--- config.mk ---
export PLATFORM = sky130hd
export DESIGN_NAME = mips_mc_control_flat
export DESIGN_NICKNAME = d
export VERILOG_FILES = /design/src/rtl/mips_mc_pkg.sv /design/src/rtl/mips_mc_control_if.sv /design/src/rtl/mips_alu_dec.sv /design/src/rtl/mips_mc_control.sv /design/src/flat_wrapper.sv
export SDC_FILE = /design/constraint.sdc
export NUM_CORES = 1
export LEC_CHECK = 0
export BUFFER_PORTS_ARGS = -buffer_cell sky130_fd_sc_hd__buf_4
export CAP_MARGIN = 25
export CELL_PAD_IN_SITES_DETAIL_PLACEMENT = 0
export CELL_PAD_IN_SITES_GLOBAL_PLACEMENT = 1
export CORE_ASPECT_RATIO = 1.2
export CORE_UTILIZATION = 37
export DETAILED_ROUTE_END_ITERATION = 16
export HOLD_SLACK_MARGIN = 0.02
export PLACE_DENSITY_LB_ADDON = 0.1
export SLEW_MARGIN = 20
export SYNTH_ARGS = -nofsm -noshare
export SYNTH_HDL_FRONTEND = slang
export SYNTH_SLANG_ARGS = --single-unit
export TNS_END_PERCENT = 1
--- constraint.sdc ---
create_clock -name clk -period 4.9 [get_ports clk]
set_input_delay 0.49 -clock clk [delete_from_list [all_inputs] [get_ports clk]]
set_output_delay 0.49 -clock clk [all_outputs]
set_load 0.05 [all_outputs]
--- src/rtl/mips_mc_pkg.sv ---
// Shared definitions for the multicycle MIPS control unit.
//   state_e        : FSM state encoding (also exported on the debug state output)
//   Op*/Fn*        : opcode and funct field constants
//   Alu*           : ALUControl codes
//   RegDst*/MemtoReg*/AluSrcB*/PcSrc* : datapath mux-select codes
package mips_mc_pkg;

  typedef enum logic [3:0] {
    StFetch    = 4'd0,
    StDecode   = 4'd1,
    StMemAdr   = 4'd2,
    StMemRead  = 4'd3,
    StMemWb    = 4'd4,
    StMemWrite = 4'd5,
    StExecute  = 4'd6,
    StAluWb    = 4'd7,
    StBranch   = 4'd8,
    StAddiEx   = 4'd9,
    StAddiWb   = 4'd10,
    StJump     = 4'd11,
    StJal      = 4'd12,
    StJr       = 4'd13
  } state_e;

  localparam logic [5:0] OpRtype = 6'b000000;
  localparam logic [5:0] OpLw    = 6'b100011;
  localparam logic [5:0] OpSw    = 6'b101011;
  localparam logic [5:0] OpBeq   = 6'b000100;
  localparam logic [5:0] OpAddi  = 6'b001000;
  localparam logic [5:0] OpJ     = 6'b000010;
  localparam logic [5:0] OpJal   = 6'b000011;

  localparam logic [5:0] FnAdd = 6'b100000;
  localparam logic [5:0] FnSub = 6'b100010;
  localparam logic [5:0] FnAnd = 6'b100100;
  localparam logic [5:0] FnOr  = 6'b100101;
  localparam logic [5:0] FnSlt = 6'b101010;
  localparam logic [5:0] FnJr  = 6'b001000;

  localparam logic [2:0] AluAdd = 3'b010;
  localparam logic [2:0] AluSub = 3'b110;
  localparam logic [2:0] AluAnd = 3'b000;
  localparam logic [2:0] AluOr  = 3'b001;
  localparam logic [2:0] AluSlt = 3'b111;

  localparam logic [1:0] RegDstRt = 2'b00;
  localparam logic [1:0] RegDstRd = 2'b01;
  localparam logic [1:0] RegDstRa = 2'b10;

  localparam logic [1:0] MemtoRegAlu  = 2'b00;
  localparam logic [1:0] MemtoRegData = 2'b01;
  localparam logic [1:0] MemtoRegPc   = 2'b10;

  localparam logic [1:0] AluSrcBReg   = 2'b00;
  localparam logic [1:0] AluSrcBFour  = 2'b01;
  localparam logic [1:0] AluSrcBImm   = 2'b10;
  localparam logic [1:0] AluSrcBImmSh = 2'b11;

  localparam logic [1:0] PcSrcAluRes = 2'b00;
  localparam logic [1:0] PcSrcAluOut = 2'b01;
  localparam logic [1:0] PcSrcJump   = 2'b10;
  localparam logic [1:0] PcSrcReg    = 2'b11;

  // States that hold a memory request open until mem_rdy.
  function automatic logic is_wait_state(state_e s);
    return (s == StFetch) || (s == StMemRead) || (s == StMemWrite);
  endfunction

endpackage

--- src/rtl/mips_mc_control_if.sv ---
// Bundle between the multicycle control unit and its datapath/memory.
//   master : control unit (drives strobes/selects, receives IR fields, zero, mem_rdy)
//   slave  : datapath/memory side
interface mips_mc_control_if;
  logic [5:0] opcode;
  logic [5:0] funct;
  logic       zero;
  logic       mem_rdy;
  logic       mem_req;
  logic       PCWrite;
  logic       IorD;
  logic       MemWrite;
  logic       IRWrite;
  logic       RegWrite;
  logic       ALUSrcA;
  logic [1:0] RegDst;
  logic [1:0] MemtoReg;
  logic [1:0] ALUSrcB;
  logic [1:0] PCSrc;
  logic [2:0] ALUControl;
  logic       mem_err;
  logic [3:0] state;

  modport master (
    input  opcode, funct, zero, mem_rdy,
    output mem_req, PCWrite, IorD, MemWrite, IRWrite, RegWrite, ALUSrcA,
           RegDst, MemtoReg, ALUSrcB, PCSrc, ALUControl, mem_err, state
  );

  modport slave (
    output opcode, funct, zero, mem_rdy,
    input  mem_req, PCWrite, IorD, MemWrite, IRWrite, RegWrite, ALUSrcA,
           RegDst, MemtoReg, ALUSrcB, PCSrc, ALUControl, mem_err, state
  );
endinterface

--- src/rtl/mips_alu_dec.sv ---
// R-type funct field to ALUControl decode (purely combinational).
//   i_funct       : Instr[5:0]
//   o_alu_control : ALU operation; unknown funct codes decode to add
module mips_alu_dec
  import mips_mc_pkg::*;
(
  input  logic [5:0] i_funct,
  output logic [2:0] o_alu_control
);

  always_comb begin
    o_alu_control = AluAdd;
    unique case (i_funct)
      FnAdd:   o_alu_control = AluAdd;
      FnSub:   o_alu_control = AluSub;
      FnAnd:   o_alu_control = AluAnd;
      FnOr:    o_alu_control = AluOr;
      FnSlt:   o_alu_control = AluSlt;
      default: o_alu_control = AluAdd;
    endcase
  end

endmodule

--- src/rtl/mips_mc_control.sv ---
// Multicycle MIPS control FSM with memory wait states and timeout abort.
//   clk   : clock, rising edge
//   reset : synchronous active-low reset
//   bus   : master side of mips_mc_control_if (IR fields, zero, mem handshake,
//           datapath strobes/selects, mem_err pulse, debug state)
// TIMEOUT: consecutive mem_rdy-low cycles tolerated in a wait state (2..255).
module mips_mc_control
  import mips_mc_pkg::*;
#(
  parameter int unsigned TIMEOUT = 16
) (
  input logic                      clk,
  input logic                      reset,
  mips_mc_control_if.master        bus
);

  state_e     r_state;
  state_e     w_state_next;
  logic [7:0] r_wait_cnt;
  logic [7:0] w_wait_cnt_next;
  logic       w_wait;
  logic       w_timeout;
  logic [2:0] w_alu_funct;

  logic       w_mem_req, w_pc_write, w_iord, w_mem_write, w_ir_write, w_reg_write;
  logic       w_alu_src_a;
  logic [1:0] w_reg_dst, w_mem_to_reg, w_alu_src_b, w_pc_src;
  logic [2:0] w_alu_control;

  mips_alu_dec u_alu_dec (
    .i_funct       (bus.funct),
    .o_alu_control (w_alu_funct)
  );

  assign w_wait    = is_wait_state(r_state);
  // Completion in the last tolerated cycle wins: timeout requires mem_rdy low.
  assign w_timeout = w_wait && !bus.mem_rdy && (r_wait_cnt == 8'(TIMEOUT - 1));

  // State register and wait counter.
  always_ff @(posedge clk) begin
    if (!reset) begin
      r_state    <= StFetch;
      r_wait_cnt <= '0;
    end else begin
      r_state    <= w_state_next;
      r_wait_cnt <= w_wait_cnt_next;
    end
  end

  // Next state.
  always_comb begin
    w_state_next = r_state;
    unique case (r_state)
      StFetch: begin
        if (bus.mem_rdy) w_state_next = StDecode;
        else if (w_timeout) w_state_next = StFetch;
      end
      StDecode: begin
        case (bus.opcode)
          OpLw, OpSw: w_state_next = StMemAdr;
          OpRtype:    w_state_next = (bus.funct == FnJr) ? StJr : StExecute;
          OpBeq:      w_state_next = StBranch;
          OpAddi:     w_state_next = StAddiEx;
          OpJ:        w_state_next = StJump;
          OpJal:      w_state_next = StJal;
          default:    w_state_next = StFetch;
        endcase
      end
      StMemAdr:   w_state_next = (bus.opcode == OpLw) ? StMemRead : StMemWrite;
      StMemRead: begin
        if (bus.mem_rdy) w_state_next = StMemWb;
        else if (w_timeout) w_state_next = StFetch;
      end
      StMemWrite: begin
        if (bus.mem_rdy || w_timeout) w_state_next = StFetch;
      end
      StExecute:  w_state_next = StAluWb;
      StAddiEx:   w_state_next = StAddiWb;
      default:    w_state_next = StFetch;
    endcase
  end

  // Counter clears on any state change and on timeout (FETCH aborts back to itself).
  always_comb begin
    w_wait_cnt_next = r_wait_cnt;
    if ((w_state_next != r_state) || w_timeout) begin
      w_wait_cnt_next = '0;
    end else if (w_wait && !bus.mem_rdy) begin
      w_wait_cnt_next = r_wait_cnt + 8'd1;
    end
  end

  // Moore decode; wait-state strobes only fire on mem_rdy, and reset masks every strobe.
  always_comb begin
    w_mem_req     = 1'b0;
    w_pc_write    = 1'b0;
    w_iord        = 1'b0;
    w_mem_write   = 1'b0;
    w_ir_write    = 1'b0;
    w_reg_write   = 1'b0;
    w_alu_src_a   = 1'b0;
    w_reg_dst     = 2'b00;
    w_mem_to_reg  = 2'b00;
    w_alu_src_b   = 2'b00;
    w_pc_src      = 2'b00;
    w_alu_control = 3'b000;
    unique case (r_state)
      StFetch: begin
        w_mem_req     = 1'b1;
        w_alu_src_b   = AluSrcBFour;
        w_alu_control = AluAdd;
        w_pc_src      = PcSrcAluRes;
        w_ir_write    = bus.mem_rdy;
        w_pc_write    = bus.mem_rdy;
      end
      StDecode: begin
        w_alu_src_b   = AluSrcBImmSh;
        w_alu_control = AluAdd;
      end
      StMemAdr, StAddiEx: begin
        w_alu_src_a   = 1'b1;
        w_alu_src_b   = AluSrcBImm;
        w_alu_control = AluAdd;
      end
      StMemRead: begin
        w_mem_req = 1'b1;
        w_iord    = 1'b1;
      end
      StMemWb: begin
        w_reg_dst    = RegDstRt;
        w_mem_to_reg = MemtoRegData;
        w_reg_write  = 1'b1;
      end
      StMemWrite: begin
        w_mem_req   = 1'b1;
        w_iord      = 1'b1;
        w_mem_write = bus.mem_rdy;
      end
      StExecute: begin
        w_alu_src_a   = 1'b1;
        w_alu_src_b   = AluSrcBReg;
        w_alu_control = w_alu_funct;
      end
      StAluWb: begin
        w_reg_dst    = RegDstRd;
        w_mem_to_reg = MemtoRegAlu;
        w_reg_write  = 1'b1;
      end
      StBranch: begin
        w_alu_src_a   = 1'b1;
        w_alu_src_b   = AluSrcBReg;
        w_alu_control = AluSub;
        w_pc_src      = PcSrcAluOut;
        w_pc_write    = bus.zero;
      end
      StAddiWb: begin
        w_reg_dst    = RegDstRt;
        w_mem_to_reg = MemtoRegAlu;
        w_reg_write  = 1'b1;
      end
      StJump: begin
        w_pc_src   = PcSrcJump;
        w_pc_write = 1'b1;
      end
      StJal: begin
        w_pc_src     = PcSrcJump;
        w_pc_write   = 1'b1;
        w_reg_dst    = RegDstRa;
        w_mem_to_reg = MemtoRegPc;
        w_reg_write  = 1'b1;
      end
      StJr: begin
        w_pc_src   = PcSrcReg;
        w_pc_write = 1'b1;
      end
      default: ;
    endcase
    if (!reset) begin
      w_mem_req   = 1'b0;
      w_pc_write  = 1'b0;
      w_ir_write  = 1'b0;
      w_mem_write = 1'b0;
      w_reg_write = 1'b0;
    end
  end

  assign bus.mem_req    = w_mem_req;
  assign bus.PCWrite    = w_pc_write;
  assign bus.IorD       = w_iord;
  assign bus.MemWrite   = w_mem_write;
  assign bus.IRWrite    = w_ir_write;
  assign bus.RegWrite   = w_reg_write;
  assign bus.ALUSrcA    = w_alu_src_a;
  assign bus.RegDst     = w_reg_dst;
  assign bus.MemtoReg   = w_mem_to_reg;
  assign bus.ALUSrcB    = w_alu_src_b;
  assign bus.PCSrc      = w_pc_src;
  assign bus.ALUControl = w_alu_control;
  assign bus.mem_err    = w_timeout && reset;
  assign bus.state      = r_state;

endmodule

--- src/flat_wrapper.sv ---
// flat-port wrapper written by rule: the top's interface ports become plain ports
module mips_mc_control_flat import mips_mc_pkg::*;
#(
  parameter int unsigned TIMEOUT = 16
)
  (clk, reset, bus_opcode, bus_funct, bus_zero, bus_mem_rdy, bus_mem_req, bus_PCWrite, bus_IorD, bus_MemWrite, bus_IRWrite, bus_RegWrite, bus_ALUSrcA, bus_RegDst, bus_MemtoReg, bus_ALUSrcB, bus_PCSrc, bus_ALUControl, bus_mem_err, bus_state);
  mips_mc_control_if bus_i ();
  input logic clk;
  input logic reset;
  input wire logic [$bits(bus_i.opcode)-1:0] bus_opcode;
  input wire logic [$bits(bus_i.funct)-1:0] bus_funct;
  input wire logic [$bits(bus_i.zero)-1:0] bus_zero;
  input wire logic [$bits(bus_i.mem_rdy)-1:0] bus_mem_rdy;
  output wire logic [$bits(bus_i.mem_req)-1:0] bus_mem_req;
  output wire logic [$bits(bus_i.PCWrite)-1:0] bus_PCWrite;
  output wire logic [$bits(bus_i.IorD)-1:0] bus_IorD;
  output wire logic [$bits(bus_i.MemWrite)-1:0] bus_MemWrite;
  output wire logic [$bits(bus_i.IRWrite)-1:0] bus_IRWrite;
  output wire logic [$bits(bus_i.RegWrite)-1:0] bus_RegWrite;
  output wire logic [$bits(bus_i.ALUSrcA)-1:0] bus_ALUSrcA;
  output wire logic [$bits(bus_i.RegDst)-1:0] bus_RegDst;
  output wire logic [$bits(bus_i.MemtoReg)-1:0] bus_MemtoReg;
  output wire logic [$bits(bus_i.ALUSrcB)-1:0] bus_ALUSrcB;
  output wire logic [$bits(bus_i.PCSrc)-1:0] bus_PCSrc;
  output wire logic [$bits(bus_i.ALUControl)-1:0] bus_ALUControl;
  output wire logic [$bits(bus_i.mem_err)-1:0] bus_mem_err;
  output wire logic [$bits(bus_i.state)-1:0] bus_state;
  assign bus_i.opcode = bus_opcode;
  assign bus_i.funct = bus_funct;
  assign bus_i.zero = bus_zero;
  assign bus_i.mem_rdy = bus_mem_rdy;
  assign bus_mem_req = bus_i.mem_req;
  assign bus_PCWrite = bus_i.PCWrite;
  assign bus_IorD = bus_i.IorD;
  assign bus_MemWrite = bus_i.MemWrite;
  assign bus_IRWrite = bus_i.IRWrite;
  assign bus_RegWrite = bus_i.RegWrite;
  assign bus_ALUSrcA = bus_i.ALUSrcA;
  assign bus_RegDst = bus_i.RegDst;
  assign bus_MemtoReg = bus_i.MemtoReg;
  assign bus_ALUSrcB = bus_i.ALUSrcB;
  assign bus_PCSrc = bus_i.PCSrc;
  assign bus_ALUControl = bus_i.ALUControl;
  assign bus_mem_err = bus_i.mem_err;
  assign bus_state = bus_i.state;
  mips_mc_control #(.TIMEOUT(TIMEOUT)) u_core (.clk(clk), .reset(reset), .bus(bus_i));
endmodule
# Word-level counts from Yosys, hierarchy flattened
# Cells that the tools add are included.
# Widths: inputs -> output; s select.
[totals] reg_bits=12 in_bits=16
[op_classes] addsub=1 eq_ne=26 muxes=26 n_bitwise=1 reduce_logical=20
[ops] op="$eq 6x6->1 const B" n=6
[ops] op="$pmux 4 s7" n=1
[ops] op="$eq 4x4->1 const B" n=6
[ops] op="$pmux 4 s6" n=1
[ops] op="$mux 4" n=5
[ops] op="$eq 4x3->1 const B" n=4
[ops] op="$eq 6x2->1 const B" n=2
[ops] op="$eq 6x4->1 const B" n=2
[ops] op="$pmux 2 s3" n=2
[ops] op="$pmux 3 s4" n=1
[ops] op="$reduce_or 4->1" n=3
[ops] op="$mux 1" n=11
[ops] op="$reduce_or 2->1" n=5
[ops] op="$pmux 3 s3" n=1
[ops] op="$add 8x1->8 const B" n=1
[ops] op="$eq 4x2->1 const B" n=2
[ops] op="$eq 8x4->1 const B" n=1
[ops] op="$pmux 2 s2" n=2
[ops] op="$eq 6x3->1 const B" n=1
[ops] op="$logic_not 6->1" n=1
[ops] op="$reduce_or 3->1" n=2
[ops] op="$eq 4x1->1 const B" n=1
[ops] op="$logic_not 4->1" n=1
[ops] op="$logic_or 1x1->1" n=4
[ops] op="other kinds (6)" n=8

# Logic depth before layout (Yosys ltp)
[logic_depth] depth_word=11 ltp_mapped=7 mapped_depth_nobuf=6

# Cells and area by module
# Synthesis repeated with hierarchy kept, for this count alone.
[hier_totals] hier_cells=164 hier_area_um2=1208.7
[modules_own_cells] module="mips_mc_control" n_inst=1 cells_per_inst=157 area_per_inst_um2=1148.6
[modules_own_cells] module="mips_alu_dec" n_inst=1 cells_per_inst=7 area_per_inst_um2=60.1

# Worst setup path after synthesis
# No wires, ideal clock.
[synth_timing] kind="flip-flop to output port" startpoint="register u_core.r_state[3] (netlist: u_core.bus.state[3])" endpoint="output port bus_RegDst[1]" arrival_ns=2.721 required_ns=4.410 slack_ns=1.689 stages_incl_launch_ff=5 cell_sequence="dfxtp_1 buf_6 clkbuf_1 nor3b_1 buf_4"
[synth_via] elab_chain_len=2 elab_cells_between_ends=3 cone_classes="2 x eq/ne; 1 x mux"
[synth_lines] item="start, declared" line="mips_mc_control.sv:17" source="state_e r_state;"
[synth_lines] item="start signal, assigned" line="mips_mc_control.sv:42" source="r_state <= StFetch;"
[synth_lines] item="start signal, assigned" line="mips_mc_control.sv:45" source="r_state <= w_state_next;"
[synth_lines] item="$eq 4x4->1 or $eq 4x3->1 (tied branches)" line="mips_mc_control.sv:107" source="unique case (r_state)"
[synth_lines] item="$pmux 2 s2 *" line="mips_mc_control.sv:107"
[synth_lines] item="end, declared" line="flat_wrapper.sv:21" source="output wire logic [$bits(bus_i.RegDst)-1:0] bus_RegDst;"
# Every way passes the cells marked *; elsewhere a longest branch is shown, timed or not.

# Worst setup path after layout
[layout_timing] startpoint="register u_core.r_state[2] (netlist: u_core.bus.state[2])" endpoint="output port bus_mem_err"
[layout_via] elab_chain_len=6 elab_cells_between_ends=8 cone_classes="2 x eq/ne; 6 x reduce/logical"
[layout_lines] item="$eq 4x2->1 or $logic_not 4->1 (tied branches)" line="mips_mc_pkg.sv:66" source="return (s == StFetch) || (s == StMemRead) || (s == StMemWrite);"
[layout_lines] item="$logic_or 1x1->1" line="mips_mc_pkg.sv:66"
[layout_lines] item="$logic_or 1x1->1 *" line="mips_mc_pkg.sv:66"
[layout_lines] item="$logic_and 1x1->1 * (2 in series)" line="mips_mc_control.sv:37" source="assign w_timeout = w_wait && !bus.mem_rdy && (r_wait_cnt == 8'(TIMEOUT - 1));"
[layout_lines] item="$logic_and 1x1->1 *" line="mips_mc_control.sv:199" source="assign bus.mem_err = w_timeout && reset;"
[layout_lines] item="end, declared" line="flat_wrapper.sv:26" source="output wire logic [$bits(bus_i.mem_err)-1:0] bus_mem_err;"
# Marked as above.

==> reports/metrics.cfg <==
[clock_network]
cts_setup_buffers = 0
cts.sinks = 12
cts_buffer_depth = 2
cts-hold-fix-buffers = 0
cts_made_buffers = 3
cts_tree = yes
path_clk_slew_ns = 0.07
clock_latency_ns = 0.27
htreeDepth = 1
cts_root_buffer = clkbuf_4
cts_resized = 0

[grt]
grt_pass1_vias = 1208
grt_overflow = 0
grt_max_degree = 23
grt_pass1_wl_mm = 5.34
antenna_found_initial = 0
grt_usage_pct = 20.6

[cells_and_area]
layout_commonest_cell = buf_4
nets = 215
stdcell_count = 231
insertedDiodeCount = 0
syn_to_final_growth_pct = 25.4
drive_above_1_share_pct = 27.9
fillers = 310
final_cell_mix = 38 x buf_4, 30 x nor2_1, 20 x nand2_1

[floorplan]
core_area_mm2 = 0.00289
fp-row-count = 21
num_io_pins = 39
die-area_mm2 = 0.00338
die_w_um = 53.3
die_y_um = 63.5
start_util_pct = 40.4

[critical_path]
crit_fanout = 21
path_class = reg -> out
cp-start-kind = flop
required_ns = 4.41
r2r_setup_slack_ns = 2.68
crit_path_end_kind = output pin
arrival_ns = 2.16

[logic_synthesis]
synth_top_area_share_pct = 20.6
avgSynthCellArea_um2 = 7.07
synth-edff-count = 0
synth.ff_latch_count = 12
syn_inst = 165
synth_area_leader_cell = dfxtp_1
syn_area_mm2 = 0.00117
ys.flop_type = dfxtp_1
synthArstFlopShare_pct = 0
syn_nets = 182
ys_types = 42
synth_warnings = 0
seq_area_frac_synth_pct = 20.6
synthTopCellsByArea = dfxtp_1 21%, nor2_1 9.6%, nand2_1 6.4%

[sta]
finalSetupTns_ns = 0
rsz0062_at_grt = no
slew_viol_final = 0
timing.fmax_ghz = 0.377
final.min_clock_period_ns = 2.65
setup_viol = 0
min_period_over_period_pct = 54.1
layout_setup_ws_ns = 2.25
slew_headroom_pct = 51.6
hold_viol = 0
tightest_slew_ns = 0.724
finalClockSkew_ns = 0.00135

[power]
internal_power_uw = 169
clkPwrFrac_pct = 31.5
seqPwrFrac_pct = 42.0
p_comb_share_pct = 26.5
p_per_area_mw_per_mm2 = 169
switching_share_pct = 31.7
cellLeakagePower_uw = 0.000576
power.net_switching_uw = 78.1
peakVddDrop_mv = 0.191

[detailed_routing]
num_vias = 1280
wl_per_cell_um = 13.6
route.detailed.drc = 0
drt_iter0_drc = 40
firstDrtPassIters = 4
vias_per_cell = 5.54
final_antenna_net_count = 0
routed_wl_mm = 3.13

[run_status]
outcome = finished clean

[min_path]
worstHoldPathType = reg -> reg

[placed_design]
dp_cells = 227
port_buffers = 38
gp_congestion = 0.858
place_ws_ns = 2.55
dp_hpwl_mm = 2.35

[flow_run]
max_cap_violations = 0

## power groups by stage
stage / clock [µW] / sequential [µW] / combinational, µW
2_1_floorplan: 0 / 105 / 42.0
3_5_place_dp: 0 / 106 / 65.4
5_1_grt: 83.4 / 104 / 71.4
4_1_cts: 79.3 / 104 / 65.6
6_report: 77.8 / 104 / 65.4
3_3_place_gp: 0 / 106 / 64.8
## final timing paths
| check | startpoint | endpoint | cells after the start |
|---|---|---|---|
| max | u_core.bus.state[2] | bus_mem_err | 5 |
| min | u_core.r_wait_cnt[1] | u_core.r_wait_cnt[1] | 2 |
| max reg2reg | u_core.bus.state[0] | u_core.r_wait_cnt[0] | 5 |
| min reg2reg | u_core.r_wait_cnt[1] | u_core.r_wait_cnt[1] | 2 |
## worst max-delay path, cell delays in order (launching register included)
cell and delay [ns]:
dfxtp_1 0.79, xor2_2 0.19, o21ai_4 0.30, nand3_1 0.16, nor3_1 0.21, buf_4 0.23
## area by class of cell
class / count / area, µm² / share of cell area (%)
multi-input cells: 139 / 845 / 57.7
repair buffers: 38 / 285 / 19.5
flip-flops and latches: 12 / 240 / 16.4
well taps: 34 / 42.5 / 2.91
clock buffers: 4 / 36.3 / 2.48
inverters: 4 / 15.0 / 1.03
## through the flow
stage	area [µm²]	total power (µW)	utilization (%)	hold slack [ns]
2_1_floorplan	1170	147	-	0.465
3_3_place_gp	1430	171	49.4	0.481
3_5_place_dp	1430	171	49.4	0.486
4_1_cts	1460	248	50.6	0.496
5_1_grt	1460	259	50.6	0.534
6_report	1460	247	50.6	0.493
## state kept, by name (all words and copies together), names as in the netlist
signal,cells
u_core.r_wait_cnt,8
u_core.bus.state,4
## cell families (layout without fill, tap and decap cells)
logic type / Yosys count / after routing / synth area share [%]
flip-flops: 12 / 12 / 20.6
AO/OA/AOI/OAI: 30 / 30 / 21.8
XOR/XNOR: 9 / 9 / 7.40
adder cells (fa/ha/maj): 1 / 1 / 1.07
AND/OR/NAND/NOR: 99 / 99 / 42.1
buffers and inverters: 14 / 46 / 7.07
## routing by layer
metal / part of all wire [%] / GRT usage, %
met3: 4.3 / 2.66
met2: 49 / 34.5
met5: 0 / 0
met1: 45 / 26.1
met4: 2.2 / 7.24
## synth_stat cells, drive strengths merged, types with 2 or more instances
library cell and number:
dfxtp 12, xor2 8, nand2 20, nand3 12, a31oi 3, nand4 2
inv 3, a21oi 9, buf 5, nor2 32, nand2b 2, nor3 10
nor4 3, nor3b 5, o21ai 6, nor2b 4, and3 3, o31a 3
clkbuf 5
No activity file was read; power rests on OpenSTA's default activity.
